`config.mk`:
```
export PLATFORM = sky130hd
export DESIGN_NAME = adc_apb_sampler_flat
export DESIGN_NICKNAME = d
export VERILOG_FILES = /design/src/rtl/adc_apb_sampler_pkg.sv /design/src/rtl/adc_apb_sampler_if.sv /design/src/rtl/adc_apb_sampler_apb_master_port.sv /design/src/rtl/adc_apb_sampler.sv /design/src/flat_wrapper.sv
export SDC_FILE = /design/constraint.sdc
export NUM_CORES = 1
export LEC_CHECK = 0
export BUFFER_PORTS_ARGS = -buffer_cell sky130_fd_sc_hd__buf_2
export CORE_MARGIN = 1.5
export CORE_UTILIZATION = 25
export DETAILED_ROUTE_END_ITERATION = 8
export HOLD_SLACK_MARGIN = 0.02
export MAX_ROUTING_LAYER = met4
export SLEW_MARGIN = 20
export SYNTH_ARGS = -nofsm -noshare
export SYNTH_HDL_FRONTEND = slang
export SYNTH_SLANG_ARGS = --single-unit
```
`constraint.sdc`:
```
create_clock -name PCLK -period 2.3 [get_ports PCLK]
set_input_delay 0.23 -clock PCLK [delete_from_list [all_inputs] [get_ports PCLK]]
set_output_delay 0.23 -clock PCLK [all_outputs]
set_load 0.005 [all_outputs]
```
`src/rtl/adc_apb_sampler_pkg.sv`:
```
// Shared definitions for the ADC APB sampler and the ADC slave wrapper:
// FSM encodings, error codes and the default ADC register map.
package adc_apb_sampler_pkg;

    typedef enum logic [2:0] {
        S_IDLE,
        S_W_AMUX,
        S_W_TRIG,
        S_R_STAT,
        S_GAP,
        S_R_MEAS
    } state_e;

    typedef enum logic [1:0] {
        PH_IDLE,
        PH_SETUP,
        PH_ACCESS
    } phase_e;

    localparam logic [1:0] ERR_SLVERR  = 2'b01;
    localparam logic [1:0] ERR_TIMEOUT = 2'b10;

    localparam int STATUS_DONE_BIT = 0;

    localparam logic [11:0] DEF_STATUS_ADDR = 12'h000;
    localparam logic [11:0] DEF_MEAS_ADDR   = 12'h004;
    localparam logic [11:0] DEF_AMUX_ADDR   = 12'h00C;
    localparam logic [11:0] DEF_TRIG_ADDR   = 12'h010;

endpackage

```
`src/rtl/adc_apb_sampler_if.sv`:
```
// APB bus bundle between the sampler (master) and the ADC peripheral (slave).
interface adc_apb_sampler_if #(
    parameter int ADDR_WIDTH = 12,
    parameter int DATA_WIDTH = 32
);
    logic                  PSEL;
    logic                  PENABLE;
    logic                  PWRITE;
    logic [ADDR_WIDTH-1:0] PADDR;
    logic [DATA_WIDTH-1:0] PWDATA;
    logic [DATA_WIDTH-1:0] PRDATA;
    logic                  PREADY;
    logic                  PSLVERR;

    modport master (
        output PSEL, PENABLE, PWRITE, PADDR, PWDATA,
        input  PRDATA, PREADY, PSLVERR
    );

    modport slave (
        input  PSEL, PENABLE, PWRITE, PADDR, PWDATA,
        output PRDATA, PREADY, PSLVERR
    );
endinterface

```
`src/rtl/adc_apb_sampler_apb_master_port.sv`:
```
// Single-transfer APB master: turns a level request into SETUP/ACCESS phases,
// waits out PREADY and reports completion with read data and slave error.
module apb_master_port
    import adc_apb_sampler_pkg::*;
#(
    parameter int ADDR_WIDTH = 12,
    parameter int DATA_WIDTH = 32
) (
    input  logic                  PCLK,
    input  logic                  PRESETn,
    input  logic                  req_i,
    input  logic [ADDR_WIDTH-1:0] addr_i,
    input  logic                  write_i,
    input  logic [DATA_WIDTH-1:0] wdata_i,
    output logic                  done_o,
    output logic [DATA_WIDTH-1:0] rdata_o,
    output logic                  slverr_o,
    adc_apb_sampler_if.master     apb
);

    phase_e                phase_q, phase_d;
    logic [ADDR_WIDTH-1:0] addr_q;
    logic                  write_q;
    logic [DATA_WIDTH-1:0] wdata_q;

    always_comb begin
        // NOTE: every signal written here gets a default first, so no path leaves it unassigned and no latch is inferred.
        phase_d = phase_q;
        done_o  = 1'b0;
        unique case (phase_q)
            PH_IDLE:   if (req_i) phase_d = PH_SETUP;
            PH_SETUP:  phase_d = PH_ACCESS;
            PH_ACCESS: if (apb.PREADY) begin
                phase_d = PH_IDLE;
                done_o  = 1'b1;
            end
            default:   phase_d = PH_IDLE;
        endcase
    end

    // Request is captured only when idle, so the bus stays stable through wait states.
    always_ff @(posedge PCLK or negedge PRESETn) begin
        if (!PRESETn) begin
            // NOTE: state registers use non-blocking assignments so every flop samples pre-edge values.
            phase_q <= PH_IDLE;
            addr_q  <= '0;
            write_q <= 1'b0;
            wdata_q <= '0;
        end else begin
            phase_q <= phase_d;
            if (phase_q == PH_IDLE && req_i) begin
                addr_q  <= addr_i;
                write_q <= write_i;
                wdata_q <= write_i ? wdata_i : '0;
            end
        end
    end

    assign apb.PSEL    = (phase_q != PH_IDLE);
    assign apb.PENABLE = (phase_q == PH_ACCESS);
    assign apb.PWRITE  = write_q;
    assign apb.PADDR   = addr_q;
    assign apb.PWDATA  = wdata_q;
    assign rdata_o     = apb.PRDATA;
    assign slverr_o    = apb.PSLVERR;

endmodule

```
`src/rtl/adc_apb_sampler.sv`:
```
// Autonomous ADC scanner: every sample period it selects the next AMUX channel,
// triggers a conversion, polls STATUS and reads the measurement over APB.
module adc_apb_sampler
    import adc_apb_sampler_pkg::*;
#(
    parameter int                    ADDR_WIDTH  = 12,
    parameter int                    DATA_WIDTH  = 32,
    parameter int                    NUM_CH      = 4,
    parameter int                    PERIOD_W    = 16,
    parameter int                    MAX_POLLS   = 64,
    parameter logic [ADDR_WIDTH-1:0] STATUS_ADDR = ADDR_WIDTH'(DEF_STATUS_ADDR),
    parameter logic [ADDR_WIDTH-1:0] MEAS_ADDR   = ADDR_WIDTH'(DEF_MEAS_ADDR),
    parameter logic [ADDR_WIDTH-1:0] AMUX_ADDR   = ADDR_WIDTH'(DEF_AMUX_ADDR),
    parameter logic [ADDR_WIDTH-1:0] TRIG_ADDR   = ADDR_WIDTH'(DEF_TRIG_ADDR)
) (
    input  logic                  PCLK,
    input  logic                  PRESETn,
    input  logic                  enable,
    input  logic [PERIOD_W-1:0]   period,
    adc_apb_sampler_if.master     apb,
    output logic                  sample_valid,
    output logic [DATA_WIDTH-1:0] sample_data,
    output logic [3:0]            sample_ch,
    output logic                  err,
    output logic [1:0]            err_code,
    output logic                  overrun,
    output logic                  busy
);

    localparam int POLL_W = $clog2(MAX_POLLS + 1);

    state_e                state_q, state_d;
    logic [PERIOD_W-1:0]   cnt_q, cnt_d;
    logic [3:0]            ch_q, ch_d;
    logic [POLL_W-1:0]     polls_q, polls_d;
    logic                  tick, seq_end;

    logic                  req, req_write, done, slverr;
    logic [ADDR_WIDTH-1:0] req_addr;
    logic [DATA_WIDTH-1:0] req_wdata, rdata;

    logic                  sample_valid_q, sample_valid_d;
    logic [DATA_WIDTH-1:0] sample_data_q, sample_data_d;
    logic [3:0]            sample_ch_q, sample_ch_d;
    logic                  err_q, err_d, overrun_q, overrun_d;
    logic [1:0]            err_code_q, err_code_d;

    // Period timer: held at the reload value while disabled.
    always_comb begin
        tick = enable && (cnt_q == '0);
        if (!enable || tick) cnt_d = period;
        else                 cnt_d = cnt_q - 1'b1;
    end

    always_comb begin
        state_d        = state_q;
        ch_d           = ch_q;
        polls_d        = polls_q;
        seq_end        = 1'b0;
        req            = 1'b0;
        req_addr       = '0;
        req_write      = 1'b0;
        req_wdata      = '0;
        sample_valid_d = 1'b0;
        sample_data_d  = sample_data_q;
        sample_ch_d    = sample_ch_q;
        err_d          = 1'b0;
        err_code_d     = err_code_q;
        overrun_d      = tick && (state_q != S_IDLE);

        unique case (state_q)
            S_IDLE: if (tick) begin
                state_d = S_W_AMUX;
                polls_d = '0;
            end
            S_W_AMUX: begin
                req       = 1'b1;
                req_addr  = AMUX_ADDR;
                req_write = 1'b1;
                req_wdata = DATA_WIDTH'(ch_q);
                if (done) state_d = S_W_TRIG;
            end
            S_W_TRIG: begin
                req       = 1'b1;
                req_addr  = TRIG_ADDR;
                req_write = 1'b1;
                req_wdata = DATA_WIDTH'(1);
                if (done) state_d = S_R_STAT;
            end
            S_R_STAT: begin
                req      = 1'b1;
                req_addr = STATUS_ADDR;
                if (done) begin
                    if (rdata[STATUS_DONE_BIT]) begin
                        state_d = S_R_MEAS;
                    end else if (polls_q == POLL_W'(MAX_POLLS - 1)) begin
                        err_d      = 1'b1;
                        err_code_d = ERR_TIMEOUT;
                        seq_end    = 1'b1;
                    end else begin
                        polls_d = polls_q + 1'b1;
                        state_d = S_GAP;
                    end
                end
            end
            S_GAP: state_d = S_R_STAT;
            S_R_MEAS: begin
                req      = 1'b1;
                req_addr = MEAS_ADDR;
                if (done) begin
                    sample_valid_d = 1'b1;
                    sample_data_d  = rdata;
                    sample_ch_d    = ch_q;
                    seq_end        = 1'b1;
                end
            end
            default: state_d = S_IDLE;
        endcase

        // A slave error on any completing access overrides whatever the state decided.
        if (done && slverr) begin
            sample_valid_d = 1'b0;
            sample_data_d  = sample_data_q;
            sample_ch_d    = sample_ch_q;
            err_d          = 1'b1;
            err_code_d     = ERR_SLVERR;
            seq_end        = 1'b1;
        end

        if (seq_end) begin
            state_d = S_IDLE;
            ch_d    = (ch_q == 4'(NUM_CH - 1)) ? 4'd0 : ch_q + 1'b1;
        end
    end

    always_ff @(posedge PCLK or negedge PRESETn) begin
        if (!PRESETn) begin
            state_q        <= S_IDLE;
            cnt_q          <= '0;
            ch_q           <= '0;
            polls_q        <= '0;
            sample_valid_q <= 1'b0;
            sample_data_q  <= '0;
            sample_ch_q    <= '0;
            err_q          <= 1'b0;
            err_code_q     <= '0;
            overrun_q      <= 1'b0;
        end else begin
            state_q        <= state_d;
            cnt_q          <= cnt_d;
            ch_q           <= ch_d;
            polls_q        <= polls_d;
            sample_valid_q <= sample_valid_d;
            sample_data_q  <= sample_data_d;
            sample_ch_q    <= sample_ch_d;
            err_q          <= err_d;
            err_code_q     <= err_code_d;
            overrun_q      <= overrun_d;
        end
    end

    apb_master_port #(
        .ADDR_WIDTH (ADDR_WIDTH),
        .DATA_WIDTH (DATA_WIDTH)
    ) u_port (
        .PCLK     (PCLK),
        .PRESETn  (PRESETn),
        .req_i    (req),
        .addr_i   (req_addr),
        .write_i  (req_write),
        .wdata_i  (req_wdata),
        .done_o   (done),
        .rdata_o  (rdata),
        .slverr_o (slverr),
        .apb      (apb)
    );

    assign sample_valid = sample_valid_q;
    assign sample_data  = sample_data_q;
    assign sample_ch    = sample_ch_q;
    assign err          = err_q;
    assign err_code     = err_code_q;
    assign overrun      = overrun_q;
    assign busy         = (state_q != S_IDLE);

endmodule

```
`src/flat_wrapper.sv`:
```
// flat-port wrapper written by rule: the top's interface ports become plain ports
module adc_apb_sampler_flat import adc_apb_sampler_pkg::*;
#(
    parameter int                    ADDR_WIDTH  = 12,
    parameter int                    DATA_WIDTH  = 32,
    parameter int                    NUM_CH      = 4,
    parameter int                    PERIOD_W    = 16,
    parameter int                    MAX_POLLS   = 64,
    parameter logic [ADDR_WIDTH-1:0] STATUS_ADDR = ADDR_WIDTH'(DEF_STATUS_ADDR),
    parameter logic [ADDR_WIDTH-1:0] MEAS_ADDR   = ADDR_WIDTH'(DEF_MEAS_ADDR),
    parameter logic [ADDR_WIDTH-1:0] AMUX_ADDR   = ADDR_WIDTH'(DEF_AMUX_ADDR),
    parameter logic [ADDR_WIDTH-1:0] TRIG_ADDR   = ADDR_WIDTH'(DEF_TRIG_ADDR)
)
  (PCLK, PRESETn, enable, period, sample_valid, sample_data, sample_ch, err, err_code, overrun, busy, apb_PSEL, apb_PENABLE, apb_PWRITE, apb_PADDR, apb_PWDATA, apb_PRDATA, apb_PREADY, apb_PSLVERR);
  adc_apb_sampler_if #(.ADDR_WIDTH(ADDR_WIDTH), .DATA_WIDTH(DATA_WIDTH)) apb_i ();
  input  logic PCLK;
  input  logic PRESETn;
  input  logic enable;
  input  logic [PERIOD_W-1:0] period;
  output logic sample_valid;
  output logic [DATA_WIDTH-1:0] sample_data;
  output logic [3:0] sample_ch;
  output logic err;
  output logic [1:0] err_code;
  output logic overrun;
  output logic busy;
  output wire logic [$bits(apb_i.PSEL)-1:0] apb_PSEL;
  output wire logic [$bits(apb_i.PENABLE)-1:0] apb_PENABLE;
  output wire logic [$bits(apb_i.PWRITE)-1:0] apb_PWRITE;
  output wire logic [$bits(apb_i.PADDR)-1:0] apb_PADDR;
  output wire logic [$bits(apb_i.PWDATA)-1:0] apb_PWDATA;
  input wire logic [$bits(apb_i.PRDATA)-1:0] apb_PRDATA;
  input wire logic [$bits(apb_i.PREADY)-1:0] apb_PREADY;
  input wire logic [$bits(apb_i.PSLVERR)-1:0] apb_PSLVERR;
  assign apb_PSEL = apb_i.PSEL;
  assign apb_PENABLE = apb_i.PENABLE;
  assign apb_PWRITE = apb_i.PWRITE;
  assign apb_PADDR = apb_i.PADDR;
  assign apb_PWDATA = apb_i.PWDATA;
  assign apb_i.PRDATA = apb_PRDATA;
  assign apb_i.PREADY = apb_PREADY;
  assign apb_i.PSLVERR = apb_PSLVERR;
  adc_apb_sampler #(.ADDR_WIDTH(ADDR_WIDTH), .DATA_WIDTH(DATA_WIDTH), .NUM_CH(NUM_CH), .PERIOD_W(PERIOD_W), .MAX_POLLS(MAX_POLLS), .STATUS_ADDR(STATUS_ADDR), .MEAS_ADDR(MEAS_ADDR), .AMUX_ADDR(AMUX_ADDR), .TRIG_ADDR(TRIG_ADDR)) u_core (.PCLK(PCLK), .PRESETn(PRESETn), .enable(enable), .period(period), .apb(apb_i), .sample_valid(sample_valid), .sample_data(sample_data), .sample_ch(sample_ch), .err(err), .err_code(err_code), .overrun(overrun), .busy(busy));
endmodule
```
==> flow_summary.ini <==
[status]
status = complete, no violations

[floorplan]
die_h_um = 130.1
dieWidth_um = 130.1
fp-row-count = 46
pin_count = 142
initial_core_util_pct = 25.50
core_area_um2 = 15830
dieArea_um2 = 16920

[setup_path]
required_ns = 2.52
path_class = flip-flop to flip-flop
path_depth = 7
critPathBufInv = 2
critPathLaunchType = flip-flop
path_cells = inv_1, ha_1, nor3b_2, nand4_1, o31ai_2, buf_4, mux2_1
crit_family = flip-flops
reg2reg_depth = 7
crit_path_max_fanout = 14
cp-end-kind = flip-flop
crit_arrival_ns = 2.16
cp_slowest_cell = dfrtp_1
worst_path_largest_cell_delay_ns = 0.41

[global_routing]
grt_util_met1_pct = 13.36
grt_use_met2_pct = 15.91
grt.busiest_layer = met2
track_usage_pct = 10.40
overflow = 0
grt_pass1_wl_um = 13360
antenna_found_initial = 0
grt_start_max_net_pins = 47
grt_pass1_vias = 2780
grt_use_met3_pct = 3.157

[sta]
period_minus_slack_ns = 1.943
fin_skew_ns = 0.006346
setup_violations = 0
finalHoldViolCount = 0
tightest_slew_ns = 0.6024
rsz0062_at_grt = false
fin_crit_sh_pct = 84.46
max_clock_freq_ghz = 0.5148
slew_headroom_pct = 59.84
maxSlewViolCount = 0
tns_ns = 0

[clock_tree]
post_cts_buffers = 0
tritoncts_num_sinks = 81
cts-hold-fix-buffers = 1
clkLatencyLatePin_ns = 0.34
h-tree-depth = 3
clockRootBuffer = clkbuf_16
cts_resized = 0
path_clk_slew_ns = 0.06
tritoncts = yes
ctsLongestPathBuffers = 2
numCtsBuffers = 9

[pwr]
power.density_nw_per_um2 = 653.6
internal_power_w = 0.002467
seqPwrFrac_pct = 47.4
p_sw_w = 0.0008057
swShare_pct = 24.62
power.share.clock_pct = 44.0
power_leakage_nw = 2.569
combPwrFrac_pct = 8.6
peakVddDrop_mv = 0.3524

[placed_design]
dpl_cell_area_um2 = 4695
place_congestion = 0.7614
io_buffers = 104
hpwlAfterDp_um = 6374

[synthesis]
ys.flop_type = dfrtp_1
syn_area_um2 = 4036
synth_seq_cells = 81
synthArstFlopShare_pct = 100.0
synthTopCellsByArea = dfrtp_1 50%, mux2_2 8.4%, buf_4 6.9%, mux2_4 4.1%, o21ai_0 3.2%
yosysTopAreaCellShare_pct = 50.22
synth_top_cell_by_area = dfrtp_1
synth_enable_flop_cells = 0
seq_area_frac_synth_pct = 50.22
ys_warn_count = 0
synthCells = 357
avgSynthCellArea_um2 = 11.31
synth.distinct_cells = 53

[route]
postRouteAntennaNets = 0
vias_per_cell = 4.258
avgRoutedWirePerCell_um = 12.38
vias = 2942
drtPass1Iterations = 4
drt_iter0_drc = 117
drc = 0
drt-total-wl_um = 8552

[final_layout]
stdcell_area_um2 = 5007
mostFrequentLayoutCells = 103 x buf_2, 81 x dfrtp_1, 37 x conb_1
seqCellArea_um2 = 2027
final_nets = 526
multi_input_area_um2 = 1748
layout_commonest_cell = buf_2
area_growth_pct = 24.05
fill_cells = 1634
drive_gt1_share_pct = 38.32
insertedDiodeCount = 0

[worst_hold_path]
min_path_type = input pin to flip-flop
hold_depth = 2

[run]
drv_cap = 0
-- area by class of cell --
type                    count  area share (%)
inverters                   7          0.5247
flip-flops and latches     81           40.48
clock inverters             7           1.549
repair buffers            115           12.64
multi-input cells         256           34.91
well taps                 216           5.397
clock buffers               9           4.498
-- path summary, 6_finish.rpt --
check / from / end / slack, ns
setup / recovery: u_core.cnt_q[0]$_DFF_PN0_ / u_core.cnt_q[10]$_DFF_PN0_ / 0.36
hold / removal: period[3] / u_core.cnt_q[3]$_DFF_PN0_ / 0.1
setup reg to reg: u_core.cnt_q[0]$_DFF_PN0_ / u_core.cnt_q[10]$_DFF_PN0_ / 0.36
hold reg to reg: u_core.err_code[0]$_DFFE_PN0P_ / u_core.err_code[0]$_DFFE_PN0P_ / 0.48
max in group asynchronous: PRESETn / u_core.cnt_q[10]$_DFF_PN0_ / 1.26
min in group asynchronous: PRESETn / u_core.sample_data[11]$_DFFE_PN0P_ / 0.44
-- worst reg2reg max path, delay by kind of cell, from the launching register on --
kind	cells	cell delay, ns
simple gates	2	0.36
fa+ha+maj	1	0.18
flops	1	0.41
mux	1	0.33
compound gates	1	0.24
buf+inv	2	0.30
-- registers in the layout, summed over array words and instances, names as in the netlist, 2 cells and up --
signal and flops:
u_core.u_port.apb.PADDR 3, u_core.u_port.phase_q 2, u_core.sample_data 32, u_core.err_code 2
u_core.sample_ch 4, u_core.polls_q 7, u_core.u_port.apb.PWDATA 4, u_core.ch_q 4
u_core.cnt_q 16, u_core.state_q 3
-- layer usage --
layer / wire (µm) / vias up
met5: 0 / -
met3: 591 / 9
met1: 3960 / 1408
li1: - / 1404
met2: 3930 / 121
met4: 70 / 0
-- per-stage QoR --
stage | utilization [%] | hold slack (ns) | std cells | total power (W) | worst slack, ns
6_report | 31.64 | 0.09635 | 691 | 0.003273 | 0.3575
3_3_place_gp | 29.66 | 0.2799 | 674 | 0.001853 | 0.4150
4_1_cts | 31.64 | 0.08710 | 691 | 0.003329 | 0.3462
5_1_grt | 31.64 | 0.09486 | 691 | 0.003437 | 0.1357
3_5_place_dp | 29.66 | 0.2851 | 674 | 0.001861 | 0.3775
2_1_floorplan | - | -0.06559 | 393 | 0.001752 | 0.4383
-- cell families (layout without fill, tap and decap cells) --
family	count (synthesis)	after routing	share of synthesized area (%)
simple gates	97	97	12.71
buf+inv	56	138	9.857
other cells	1	37	0.09291
compound gates	61	61	9.889
mux	44	44	13.27
xor+xnor	14	14	3.038
flops	81	81	50.22
fa+ha+maj	3	3	0.9300
-- synth_stat cells (4+ instances only) --
cell type	n
dfrtp_1	81
buf_4	37
nand2_1	32
mux2_2	30
o21ai_0	26
nor2_1	25
xnor2_1	13
a21oi_1	12
mux2_4	11
inv_1	7
nor3_1	7
buf_6	6
nand4_1	4
nor2b_1	4
nor4_1	4
-- power by group through the flow --
stage / Clock [W] / Combinational, W / Sequential, W
3_3_place_gp: 0 / 0.000281 / 0.00157
5_1_grt: 0.00155 / 0.000324 / 0.00156
3_5_place_dp: 0 / 0.000286 / 0.00158
4_1_cts: 0.00149 / 0.000289 / 0.00155
6_report: 0.00144 / 0.000283 / 0.00155
2_1_floorplan: 0 / 0.000187 / 0.00157
Note: power is estimated with default switching activity, not from simulation.
